==> config.mk <==
export PLATFORM = sky130hd
export DESIGN_NAME = ex_unit_sched_flat
export DESIGN_NICKNAME = d
export VERILOG_FILES = /design/src/rtl/ex_sched_pkg.sv /design/src/rtl/ex_unit_sched_if.sv /design/src/rtl/ex_wb_resv.sv /design/src/rtl/ex_unit_sched.sv /design/src/flat_wrapper.sv
export SDC_FILE = /design/constraint.sdc
export NUM_CORES = 1
export LEC_CHECK = 0
export CAP_MARGIN = 0
export CORE_MARGIN = 2
export CORE_UTILIZATION = 60
export DETAILED_ROUTE_END_ITERATION = 16
export PLACE_DENSITY_LB_ADDON = 0.05
export SETUP_SLACK_MARGIN = 0.3
export SYNTH_ARGS = -nofsm -noshare
export SYNTH_HDL_FRONTEND = slang
export SYNTH_SLANG_ARGS = --single-unit
==> constraint.sdc <==
create_clock -name clk -period 4.4 [get_ports clk]
set_input_delay 0.44 -clock clk [delete_from_list [all_inputs] [get_ports clk]]
set_output_delay 0.44 -clock clk [all_outputs]
set_load 0.05 [all_outputs]
==> src/rtl/ex_sched_pkg.sv <==
// ex_sched_pkg: shared types and latency helpers for the
// execute-stage scheduler (unit classes, reservation entries).
package ex_sched_pkg;

  typedef enum logic [1:0] {
    CLS_ALU  = 2'd0,
    CLS_MUL  = 2'd1,
    CLS_DIV  = 2'd2,
    CLS_FDIV = 2'd3
  } unit_class_e;

  typedef struct packed {
    logic        valid;
    logic [4:0]  rd;
    logic        typ;
    unit_class_e unit;
  } res_entry_t;

  function automatic int lat_of(
    input unit_class_e c,
    input int          ml,
    input int          dl,
    input int          fl
  );
    case (c)
      CLS_MUL:  return ml;
      CLS_DIV:  return dl;
      CLS_FDIV: return fl;
      default:  return 1;
    endcase
  endfunction

  function automatic int max_lat(
    input int ml,
    input int dl,
    input int fl
  );
    int m;
    m = 1;
    if (ml > m) m = ml;
    if (dl > m) m = dl;
    if (fl > m) m = fl;
    return m;
  endfunction

endpackage

==> src/rtl/ex_unit_sched_if.sv <==
// ex_unit_sched_if: decode-to-scheduler issue bundle plus unit
// start pulses and writeback outputs. master=decode, slave=sched.
interface ex_unit_sched_if;
  logic       issue_valid_dec;
  logic [1:0] issue_class_dec;
  logic [4:0] rd_dec;
  logic       reg_type_dec;
  logic [4:0] rs1_dec;
  logic [4:0] rs2_dec;
  logic [4:0] rs3_dec;
  logic [2:0] src_used_dec;
  logic [2:0] src_type_dec;
  logic       flush_ex;
  logic       stall_dec;
  logic       mul_start_ex;
  logic       div_start_ex;
  logic       fdiv_start_ex;
  logic       wb_valid;
  logic [4:0] wb_rd;
  logic       wb_type;
  logic [1:0] wb_unit;

  modport master (
    output issue_valid_dec, issue_class_dec, rd_dec,
    output reg_type_dec, rs1_dec, rs2_dec, rs3_dec,
    output src_used_dec, src_type_dec, flush_ex,
    input  stall_dec, mul_start_ex, div_start_ex,
    input  fdiv_start_ex, wb_valid, wb_rd, wb_type, wb_unit
  );

  modport slave (
    input  issue_valid_dec, issue_class_dec, rd_dec,
    input  reg_type_dec, rs1_dec, rs2_dec, rs3_dec,
    input  src_used_dec, src_type_dec, flush_ex,
    output stall_dec, mul_start_ex, div_start_ex,
    output fdiv_start_ex, wb_valid, wb_rd, wb_type, wb_unit
  );
endinterface

==> src/rtl/ex_wb_resv.sv <==
// ex_wb_resv: writeback reservation shift register. Shifts down
// each cycle; ins_* writes the shifted table, qry_* reads current.
module ex_wb_resv
  import ex_sched_pkg::*;
#(
  parameter int DEPTH = 34,
  parameter int IW    = 6
) (
  input  logic          clk,
  input  logic          reset,
  input  logic          ins_en,
  input  logic [IW-1:0] ins_idx,
  input  res_entry_t    ins_entry,
  input  logic [IW-1:0] qry_idx,
  output logic          qry_busy,
  output res_entry_t    head
);

  res_entry_t slot_q [DEPTH];
  res_entry_t shf    [DEPTH];

  always_comb begin
    for (int i = 0; i < DEPTH - 1; i++)
      shf[i] = slot_q[i+1];
    shf[DEPTH-1] = '0;
  end

  always_ff @(posedge clk) begin
    if (reset) begin
      for (int i = 0; i < DEPTH; i++)
        slot_q[i] <= '0;
    end else begin
      for (int i = 0; i < DEPTH; i++) begin
        if (ins_en && ins_idx == IW'(i))
          slot_q[i] <= ins_entry;
        else
          slot_q[i] <= shf[i];
      end
    end
  end

  // Indices at or beyond DEPTH are never occupied.
  always_comb begin
    qry_busy = 1'b0;
    for (int i = 0; i < DEPTH; i++)
      if (qry_idx == IW'(i) && slot_q[i].valid)
        qry_busy = 1'b1;
  end

  assign head = slot_q[0];

endmodule

==> src/rtl/ex_unit_sched.sv <==
// ex_unit_sched: execute issue/writeback scheduler.
// Ports: clk, reset (sync, active-high), bus (slave modport).
module ex_unit_sched
  import ex_sched_pkg::*;
#(
  parameter int MUL_LAT  = 3,
  parameter int DIV_LAT  = 34,
  parameter int FDIV_LAT = 28
) (
  input logic            clk,
  input logic            reset,
  ex_unit_sched_if.slave bus
);

  localparam int MAXLAT =
    max_lat(MUL_LAT, DIV_LAT, FDIV_LAT);
  localparam int IW = $clog2(MAXLAT + 1);

  unit_class_e   cls;
  logic [IW-1:0] lat;
  res_entry_t    head;
  res_entry_t    new_ent;
  logic          port_hz;
  logic [31:0]   pend_int;
  logic [31:0]   pend_fp;
  logic          div_busy;
  logic          fdiv_busy;
  logic [4:0]    rs [3];
  logic [2:0]    src_pend;
  logic [2:0]    src_byp;
  logic          raw_hz;
  logic          waw_hz;
  logic          str_hz;
  logic          hazard;
  logic          live;
  logic          accept;
  logic          div_wb;
  logic          fdiv_wb;
  logic          mul_go;
  logic          div_go;
  logic          fdiv_go;
  logic [31:0]   set_int;
  logic [31:0]   set_fp;
  logic [31:0]   clr_int;
  logic [31:0]   clr_fp;

  assign cls = unit_class_e'(bus.issue_class_dec);
  assign lat = IW'(lat_of(cls, MUL_LAT,
                          DIV_LAT, FDIV_LAT));

  assign new_ent = '{valid: 1'b1,
                     rd:    bus.rd_dec,
                     typ:   bus.reg_type_dec,
                     unit:  cls};

  ex_wb_resv #(
    .DEPTH (MAXLAT),
    .IW    (IW)
  ) u_resv (
    .clk       (clk),
    .reset     (reset),
    .ins_en    (accept),
    .ins_idx   (lat - IW'(1)),
    .ins_entry (new_ent),
    .qry_idx   (lat),
    .qry_busy  (port_hz),
    .head      (head)
  );

  assign rs[0] = bus.rs1_dec;
  assign rs[1] = bus.rs2_dec;
  assign rs[2] = bus.rs3_dec;

  // A source retiring in slot 0 this cycle is forwarded.
  always_comb begin
    raw_hz   = 1'b0;
    src_pend = '0;
    src_byp  = '0;
    for (int k = 0; k < 3; k++) begin
      src_pend[k] = bus.src_type_dec[k] ?
                    pend_fp[rs[k]] : pend_int[rs[k]];
      src_byp[k]  = head.valid &&
                    head.rd == rs[k] &&
                    head.typ == bus.src_type_dec[k];
      if (bus.src_used_dec[k] && src_pend[k] &&
          !src_byp[k])
        raw_hz = 1'b1;
    end
  end

  assign waw_hz = bus.reg_type_dec ?
                  pend_fp[bus.rd_dec] :
                  pend_int[bus.rd_dec];

  assign div_wb  = head.valid && head.unit == CLS_DIV;
  assign fdiv_wb = head.valid && head.unit == CLS_FDIV;

  // The busy unit frees up in its own writeback cycle.
  assign str_hz =
    (cls == CLS_DIV  && div_busy  && !div_wb) ||
    (cls == CLS_FDIV && fdiv_busy && !fdiv_wb);

  assign hazard = raw_hz | waw_hz | str_hz | port_hz;
  assign live   = bus.issue_valid_dec & ~bus.flush_ex &
                  ~reset;
  assign accept = live & ~hazard;

  always_comb begin
    mul_go  = 1'b0;
    div_go  = 1'b0;
    fdiv_go = 1'b0;
    if (accept) begin
      unique case (cls)
        CLS_MUL:  mul_go  = 1'b1;
        CLS_DIV:  div_go  = 1'b1;
        CLS_FDIV: fdiv_go = 1'b1;
        default:  ;
      endcase
    end
  end

  // int x0 is never marked pending.
  always_comb begin
    set_int = '0;
    set_fp  = '0;
    clr_int = '0;
    clr_fp  = '0;
    if (accept && cls != CLS_ALU) begin
      if (bus.reg_type_dec)
        set_fp[bus.rd_dec] = 1'b1;
      else if (bus.rd_dec != 5'd0)
        set_int[bus.rd_dec] = 1'b1;
    end
    if (head.valid) begin
      if (head.typ)
        clr_fp[head.rd] = 1'b1;
      else
        clr_int[head.rd] = 1'b1;
    end
  end

  always_ff @(posedge clk) begin
    if (reset) begin
      pend_int  <= '0;
      pend_fp   <= '0;
      div_busy  <= 1'b0;
      fdiv_busy <= 1'b0;
    end else begin
      pend_int  <= (pend_int & ~clr_int) | set_int;
      pend_fp   <= (pend_fp & ~clr_fp) | set_fp;
      div_busy  <= (div_busy & ~div_wb) | div_go;
      fdiv_busy <= (fdiv_busy & ~fdiv_wb) | fdiv_go;
    end
  end

  assign bus.stall_dec     = live & hazard;
  assign bus.mul_start_ex  = mul_go;
  assign bus.div_start_ex  = div_go;
  assign bus.fdiv_start_ex = fdiv_go;
  assign bus.wb_valid      = head.valid;
  assign bus.wb_rd         = head.rd;
  assign bus.wb_type       = head.typ;
  assign bus.wb_unit       = head.unit;

endmodule
==> src/flat_wrapper.sv <==
// flat-port wrapper written by rule: the top's interface ports become plain ports
module ex_unit_sched_flat import ex_sched_pkg::*;
#(
  parameter int MUL_LAT  = 3,
  parameter int DIV_LAT  = 34,
  parameter int FDIV_LAT = 28
)
  (clk, reset, bus_issue_valid_dec, bus_issue_class_dec, bus_rd_dec, bus_reg_type_dec, bus_rs1_dec, bus_rs2_dec, bus_rs3_dec, bus_src_used_dec, bus_src_type_dec, bus_flush_ex, bus_stall_dec, bus_mul_start_ex, bus_div_start_ex, bus_fdiv_start_ex, bus_wb_valid, bus_wb_rd, bus_wb_type, bus_wb_unit);
  ex_unit_sched_if bus_i ();
  input logic clk;
  input logic reset;
  input wire logic [$bits(bus_i.issue_valid_dec)-1:0] bus_issue_valid_dec;
  input wire logic [$bits(bus_i.issue_class_dec)-1:0] bus_issue_class_dec;
  input wire logic [$bits(bus_i.rd_dec)-1:0] bus_rd_dec;
  input wire logic [$bits(bus_i.reg_type_dec)-1:0] bus_reg_type_dec;
  input wire logic [$bits(bus_i.rs1_dec)-1:0] bus_rs1_dec;
  input wire logic [$bits(bus_i.rs2_dec)-1:0] bus_rs2_dec;
  input wire logic [$bits(bus_i.rs3_dec)-1:0] bus_rs3_dec;
  input wire logic [$bits(bus_i.src_used_dec)-1:0] bus_src_used_dec;
  input wire logic [$bits(bus_i.src_type_dec)-1:0] bus_src_type_dec;
  input wire logic [$bits(bus_i.flush_ex)-1:0] bus_flush_ex;
  output wire logic [$bits(bus_i.stall_dec)-1:0] bus_stall_dec;
  output wire logic [$bits(bus_i.mul_start_ex)-1:0] bus_mul_start_ex;
  output wire logic [$bits(bus_i.div_start_ex)-1:0] bus_div_start_ex;
  output wire logic [$bits(bus_i.fdiv_start_ex)-1:0] bus_fdiv_start_ex;
  output wire logic [$bits(bus_i.wb_valid)-1:0] bus_wb_valid;
  output wire logic [$bits(bus_i.wb_rd)-1:0] bus_wb_rd;
  output wire logic [$bits(bus_i.wb_type)-1:0] bus_wb_type;
  output wire logic [$bits(bus_i.wb_unit)-1:0] bus_wb_unit;
  assign bus_i.issue_valid_dec = bus_issue_valid_dec;
  assign bus_i.issue_class_dec = bus_issue_class_dec;
  assign bus_i.rd_dec = bus_rd_dec;
  assign bus_i.reg_type_dec = bus_reg_type_dec;
  assign bus_i.rs1_dec = bus_rs1_dec;
  assign bus_i.rs2_dec = bus_rs2_dec;
  assign bus_i.rs3_dec = bus_rs3_dec;
  assign bus_i.src_used_dec = bus_src_used_dec;
  assign bus_i.src_type_dec = bus_src_type_dec;
  assign bus_i.flush_ex = bus_flush_ex;
  assign bus_stall_dec = bus_i.stall_dec;
  assign bus_mul_start_ex = bus_i.mul_start_ex;
  assign bus_div_start_ex = bus_i.div_start_ex;
  assign bus_fdiv_start_ex = bus_i.fdiv_start_ex;
  assign bus_wb_valid = bus_i.wb_valid;
  assign bus_wb_rd = bus_i.wb_rd;
  assign bus_wb_type = bus_i.wb_type;
  assign bus_wb_unit = bus_i.wb_unit;
  ex_unit_sched #(.MUL_LAT(MUL_LAT), .DIV_LAT(DIV_LAT), .FDIV_LAT(FDIV_LAT)) u_core (.clk(clk), .reset(reset), .bus(bus_i));
endmodule
Word level (Yosys, flattened, before mapping)
Memory sizes are Yosys's and may differ from the RTL's.
Index checks and enable logic that the tools add are counted.
Widths: inputs -> output; s select.

word-level totals
  bits of input ports = 33
  bits in writable memories = 306
  memories = 1
  flip-flop bits (word level) = 66
  logic and storage cells = 630

memories
  name                  depth  width  rd ports  clocked after memory_dff  wr ports  RTL line          RTL
  u_core.u_resv.slot_q  34     9      34        0                         34        ex_wb_resv.sv:19  res_entry_t slot_q [DEPTH];

cells by class
  reductions and logical operators = 99
  equality and inequality tests = 77
  add/subtract/negate cells = 1
  muxes and demuxes = 351
  magnitude comparators = 7
  bitwise operators = 90

operators by type and width
  cell                 count
  $mux 9               68
  $mux 32              9
  $mux 1               263
  $eq 6x5->1 const B   32
  $eq 6x4->1 const B   16
  $logic_and 1x1->1    89
  $or 1x1->1           73
  $and 32x32->32       2
  $not 32->32          2
  $or 32x32->32        2
  $eq 6x3->1 const B   8
  $bmux 1 s5           8
  $lt 5x6->1 const B   5
  $eq 6x2->1 const B   4
  $eq 6x6->1 const B   4
  $pmux 6 s3           1
  $eq 5x5->1           3
  $eq 6x1->1 const B   2
  $logic_not 6->1      2
  $demux 1 s5          2
  $ge 5x1->1 const B   2
  $eq 2x2->1 const B   4
  $and 1x1->1          6
  $sub 6x1->6 const B  1
  7 further kinds      17

Depth between registers and ports, before layout
  word-level depth = 47
  depth in mapped cells = 14
  gate-level depth less buffers = 10

Hierarchy
Synthesis repeated with hierarchy kept, for this count alone.

unflattened totals
  cell total of the unflattened synthesis = 1,861
  area, all modules = 20,124.3 µm²

modules (own cells, without submodules)
  module         times used  cells an instance  area each (µm²)  sequential area each (µm²)
  ex_wb_resv     1           1,215              14,577.7         9,188.8
  ex_unit_sched  1           646                5,546.6          1,321.3

Worst setup path after synthesis
OpenSTA, ideal clock, no wires.

  path type = input-to-output
  from = input port bus_rs1_dec[1]
  to = output port bus_mul_start_ex
  arrival time = 3.222 ns
  stages = 9
  path slack = 0.738 ns
  path through = buf_4 -> buf_2 -> mux2_2 -> o211ai_1 -> nor2_1 -> o41ai_1 -> a21oi_1 -> nand2b_1 -> nor3_1

on the way
  word-level cells in the longest chain between the ends = 14

ends and longest elaborated chain
  element                                                                   RTL line                                  RTL
  from (decl)                                                               flat_wrapper.sv:16                        input wire logic [$bits(bus_i.rs1_dec)-1:0] bus_rs1_dec;
  $bmux 1 s5 / $eq 5x5->1 (equally long branches)                           ex_unit_sched.sv:81, ex_unit_sched.sv:83
  $mux 1 (not written as such) / $logic_and 1x1->1 (equally long branches)  ex_unit_sched.sv:81, ex_unit_sched.sv:82
  $mux 1 / $logic_and 1x1->1 (equally long branches)                        ex_unit_sched.sv:80, ex_unit_sched.sv:83
  $logic_and 1x1->1 / $logic_not 1->1 (equally long branches)               ex_unit_sched.sv:85, ex_unit_sched.sv:86
  $logic_and 1x1->1 (*)                                                     ex_unit_sched.sv:85                       if (bus.src_used_dec[k] && src_pend[k] &&
  $mux 1 (*) (3 in a row)                                                   ex_unit_sched.sv:85
  $or 1x1->1 (*) (3 in a row)                                               ex_unit_sched.sv:103                      assign hazard = raw_hz | waw_hz | str_hz | port_hz;
  $not 1->1 (*)                                                             ex_unit_sched.sv:106                      assign accept = live & ~hazard;
  $and 1x1->1 (*)                                                           ex_unit_sched.sv:106
  $mux 1 (*)                                                                ex_unit_sched.sv:112                      if (accept) begin
  to (decl)                                                                 flat_wrapper.sv:23                        output wire logic [$bits(bus_i.mul_start_ex)-1:0] bus_mul_start_ex;

Every way passes the cells marked *; elsewhere a longest branch is shown, timed or not. The select of a mux whose other input is x is not followed.

Worst setup path after layout
  from = input port bus_rs2_dec[1]
  to = output port bus_div_start_ex

on the way
  word-level cells in the longest chain between the ends = 13

ends and longest elaborated chain
  element                                                                   RTL line                                  RTL
  from (decl)                                                               flat_wrapper.sv:17                        input wire logic [$bits(bus_i.rs2_dec)-1:0] bus_rs2_dec;
  $bmux 1 s5 / $eq 5x5->1 (equally long branches)                           ex_unit_sched.sv:81, ex_unit_sched.sv:83
  $mux 1 (not written as such) / $logic_and 1x1->1 (equally long branches)  ex_unit_sched.sv:81, ex_unit_sched.sv:82
  $mux 1 / $logic_and 1x1->1 (equally long branches)                        ex_unit_sched.sv:80, ex_unit_sched.sv:83
  $logic_and 1x1->1 / $logic_not 1->1 (equally long branches)               ex_unit_sched.sv:85, ex_unit_sched.sv:86
  $logic_and 1x1->1 (*)                                                     ex_unit_sched.sv:85
  $mux 1 (*) (2 in a row)                                                   ex_unit_sched.sv:85
  $or 1x1->1 (*) (3 in a row)                                               ex_unit_sched.sv:103
  $not 1->1 (*)                                                             ex_unit_sched.sv:106
  $and 1x1->1 (*)                                                           ex_unit_sched.sv:106
  $mux 1 (*)                                                                ex_unit_sched.sv:112
  to (decl)                                                                 flat_wrapper.sv:24                        output wire logic [$bits(bus_i.div_start_ex)-1:0] bus_div_start_ex;

Marked as above.

==> summary.txt <==
Placed design
  – I/O Buffers: 45
  – Gpl congestion: 0.929
  – Hpwl dp: 29,700 microns

STA
  – Worst-Margin Slew: 1.25 ns
  – Final slew viol count: 0
  – Setup-failing EPs final: 0
  – Final hold vios: 0
  – Max Clk Rate: 254 MHz
  – Unrepaired setup endpoints after global routing: no
  – Final min period: 3.94 ns
  – Part of the cycle the worst path needs: 89.5%
  – Final worst clock skew: 0.0175 ns
  – Setup TNS: 0 ns
  – Worst relative slew slack: 16.7%

Synthesis
  – EDFF count, synth: 306
  – Synth Instances: 1,409
  – Post-synth cell types: 67
  – Post-synthesis xor/xnor area fraction: 0.901%
  – Post-Synth Adder-Cell Area: 0.143%
  – Synth area leaders: edfxtp_1, dfxtp_1, nor2b_1
  – Top-count cell post-synth: edfxtp_1
  – Simple-gate share of the synthesized area: 18.0%
  – Synth Area in Compound Gates: 7.70%
  – Async SR Flop Fraction: 0%
  – Syn avg cell area: 12.4 sq um
  – Largest family of logic cells by synthesized area: simple AND/OR/NAND/NOR gates
  – Synth area leader: edfxtp_1
  – Synth warn: 0
  – Mux cell area share after synthesis: 10.2%
  – Most used flip-flop cell after synthesis: edfxtp_1
  – Post-synth top cells: edfxtp_1, nor2b_1, nand2_1, nand3_1, clkbuf_1
  – Post-synthesis register bit count: 372
  – Register area share after synthesis: 60.1%
  – Area share of the largest cell type after synthesis: 52.5%
  – Mapped Area: 17,500 sq um

Hold path
  – Hold Crit Class: in2reg
  – Hold_sp: reset

Power and ir drop
  – Reported net switching power: 1.81 mW
  – Seq pwr share: 52.2%
  – Clock share of power: 39.9%
  – P per Cell Area: 375 nW/um^2
  – Max rail drop VDD: 0.000406 V
  – Switching Fraction: 23.2%
  – Static Leak: 7.78 nW
  – Logic pwr share: 7.9%
  – P_int: 5.97 mW

Floorplanning
  – Die width: 175 microns
  – Num rows: 62
  – CORE AREA: 28,700 sq um
  – Die area: 30,500 sq um
  – Die H: 175 microns
  – IO Count: 46
  – Initial core utilization: 60.9%

GRT
  – Largest net degree at the start of global routing: 183
  – Vias in the first global route: 11.7k
  – Initial antenna violation count: 0
  – Grt ovf: 0
  – First-pass GRT wire length: 65,400 microns
  – Global-route usage over all layers: 28.2%

Route
  – Via count: 12.1k
  – Post-DRT Antenna Nets: 0
  – DRC viols: 0
  – DRT Wirelength: 42,800 microns
  – Drt first pass iters: 5
  – WL per Instance: 19.9 microns
  – Vias per inst: 5.62
  – Starting DRT DRC Count: 1,400

Setup path
  – CP max stage delay: 0.68 ns
  – Critical Path Slowest Stage Cell: clkdlybuf4s50_1
  – CP startpoint: bus_rs2_dec[1]
  – Most used cell, CP: buf_12
  – Setup CP Type: in2out
  – Worst endpoint data arrival time: 3.50 ns
  – WP data required: 3.96 ns
  – Reg2reg start: u_core.u_resv.slot_q[0][6]
  – Crit-path cells: clkdlybuf4s50_1, buf_4, mux2_2, o22ai_1, nor4_1, o21bai_1, a311o_1, and4bb_2, buf_12, and3_1, buf_12
  – CP max FO: 29
  – Worst Setup Start Kind: primary input
  – Crit end category: output pin

Status
  – Status: complete, no violations

Clocking
  – Clock sinks: 372
  – H-tree Lvls: 2
  – Clock Latency Late Sink: 0.54 ns
  – Root buffer cell: clkbuf_16
  – CTS tree: done
  – CTS Buffer Depth: 3
  – CTS buffer count: 39
  – Worst-path clk slew: 0.06 ns

Job
  – Max_cap viols: 0

Cells and area
  – Ant diodes: 0
  – Area Overhead vs Synth: 18.6%
  – Layout cells sized above 1: 10.8%
  – Nets: 1,772
  – Fill cells: 2,061
  – Final core occ: 72.2%
[cells by family after synthesis]
kind of cell | after synthesis
other | 2
buffers and inverters | 116
xor gates and xnor gates | 18
muxes | 117
DFF | 372
adders and majority gates | 2
AOI/OAI and AO/OA | 227
and+or+nand+nor | 555
[power groups by stage]
| stage | Sequential (mW) | Clock (mW) | Combinational, mW |
|---|---|---|---|
| CTS | 4.07 | 3.14 | 0.591 |
| detailed placement | 4.14 | 0 | 0.584 |
| global route | 4.08 | 3.27 | 0.665 |
| floorplan | 4.11 | 0 | 0.406 |
| global placement | 4.13 | 0 | 0.572 |
| finish | 4.06 | 3.10 | 0.611 |
[critical path, delay by kind of cell]
| kind | cells | cell delay [ns] |
|---|---|---|
| multiplexers | 1 | 0.37 |
| buffers and inverters | 4 | 1.36 |
| AO/OA/AOI/OAI | 3 | 0.67 |
| AND/OR/NAND/NOR | 3 | 0.63 |
[sequential cells by signal, summed over array words and instances (netlist names)]
signal                cells
u_core.div_busy           1
u_core.u_resv.slot_q    306
u_core.fdiv_busy          1
u_core.pend_fp           32
u_core.pend_int          32
[per-layer routing]
layer  share of wire [%]  up-vias  track usage, %
li1                    -     5552               -
met1                  41     5866            39.3
met2                  47      538            45.0
met3                 8.4      108            4.90
met4                 3.3        0            10.3
met5                   0        -               0
[cell type report]
cell class | count | area, sq um | area share (%)
flip-flops and latches | 372 | 10500 | 50.7
repair buffers | 82 | 845 | 4.07
clock buffers | 48 | 1010 | 4.87
clock inverters | 19 | 183 | 0.881
well taps | 384 | 480 | 2.32
multi-input cells | 1226 | 7640 | 36.9
inverters | 16 | 61.3 | 0.296
[worst paths after layout]
kind | cells after the start | slack, ns | endpoint
max | 11 | 0.46 | bus_div_start_ex
min | 2 | 0.39 | u_core.u_resv.slot_q[0][79]
max reg2reg | 10 | 1.00 | u_core.u_resv.slot_q[0][111]
min reg2reg | 2 | 0.47 | u_core.fdiv_busy
[metrics by stage]
stage	area, sq um	power (mW)	worst slack (ns)	cells	hold WS [ns]
after CTS	20700	7.80	0.306	2143	0.386
final	20700	7.78	0.464	2147	0.385
after global placement	19400	4.70	-0.0761	2076	0.440
after detailed placement	19400	4.72	-0.105	2076	0.457
after global routing	20700	8.01	0.311	2147	0.417
after floorplan	18600	4.52	0.738	1714	0.433
[cells in the final DEF, fill, tap and decap left out, types with 18 or more instances in the layout]
cell type        netlist  routed
mux2i_1               55      55
o21ai_1               64      64
nor3_1                18      18
buf_4                  7      32
a21oi_1               49      48
mux4_2                47      47
nand3_1               95      95
nor2_1                30      30
o21ai_0               42      42
clkbuf_16              0      40
nor2b_1              209     209
nand2_1              122     121
edfxtp_1             306     306
conb_1                 2     307
dfxtp_1               66      66
clkdlybuf4s50_1        0      37
[timing repair]
| action | in CTS | in global routing |
|---|---|---|
| endpoints found under the hold margin | 0 | 0 |
| buffers inserted | 0 | 3 |
| endpoints found under the setup margin | 4 | 2 |
| gates resized for setup | 5 | 5 |
| cloned | 0 | 1 |
| hold buffers | 0 | 0 |
| pin swaps | 1 | 1 |
Note: power is estimated with default switching activity, not from simulation.
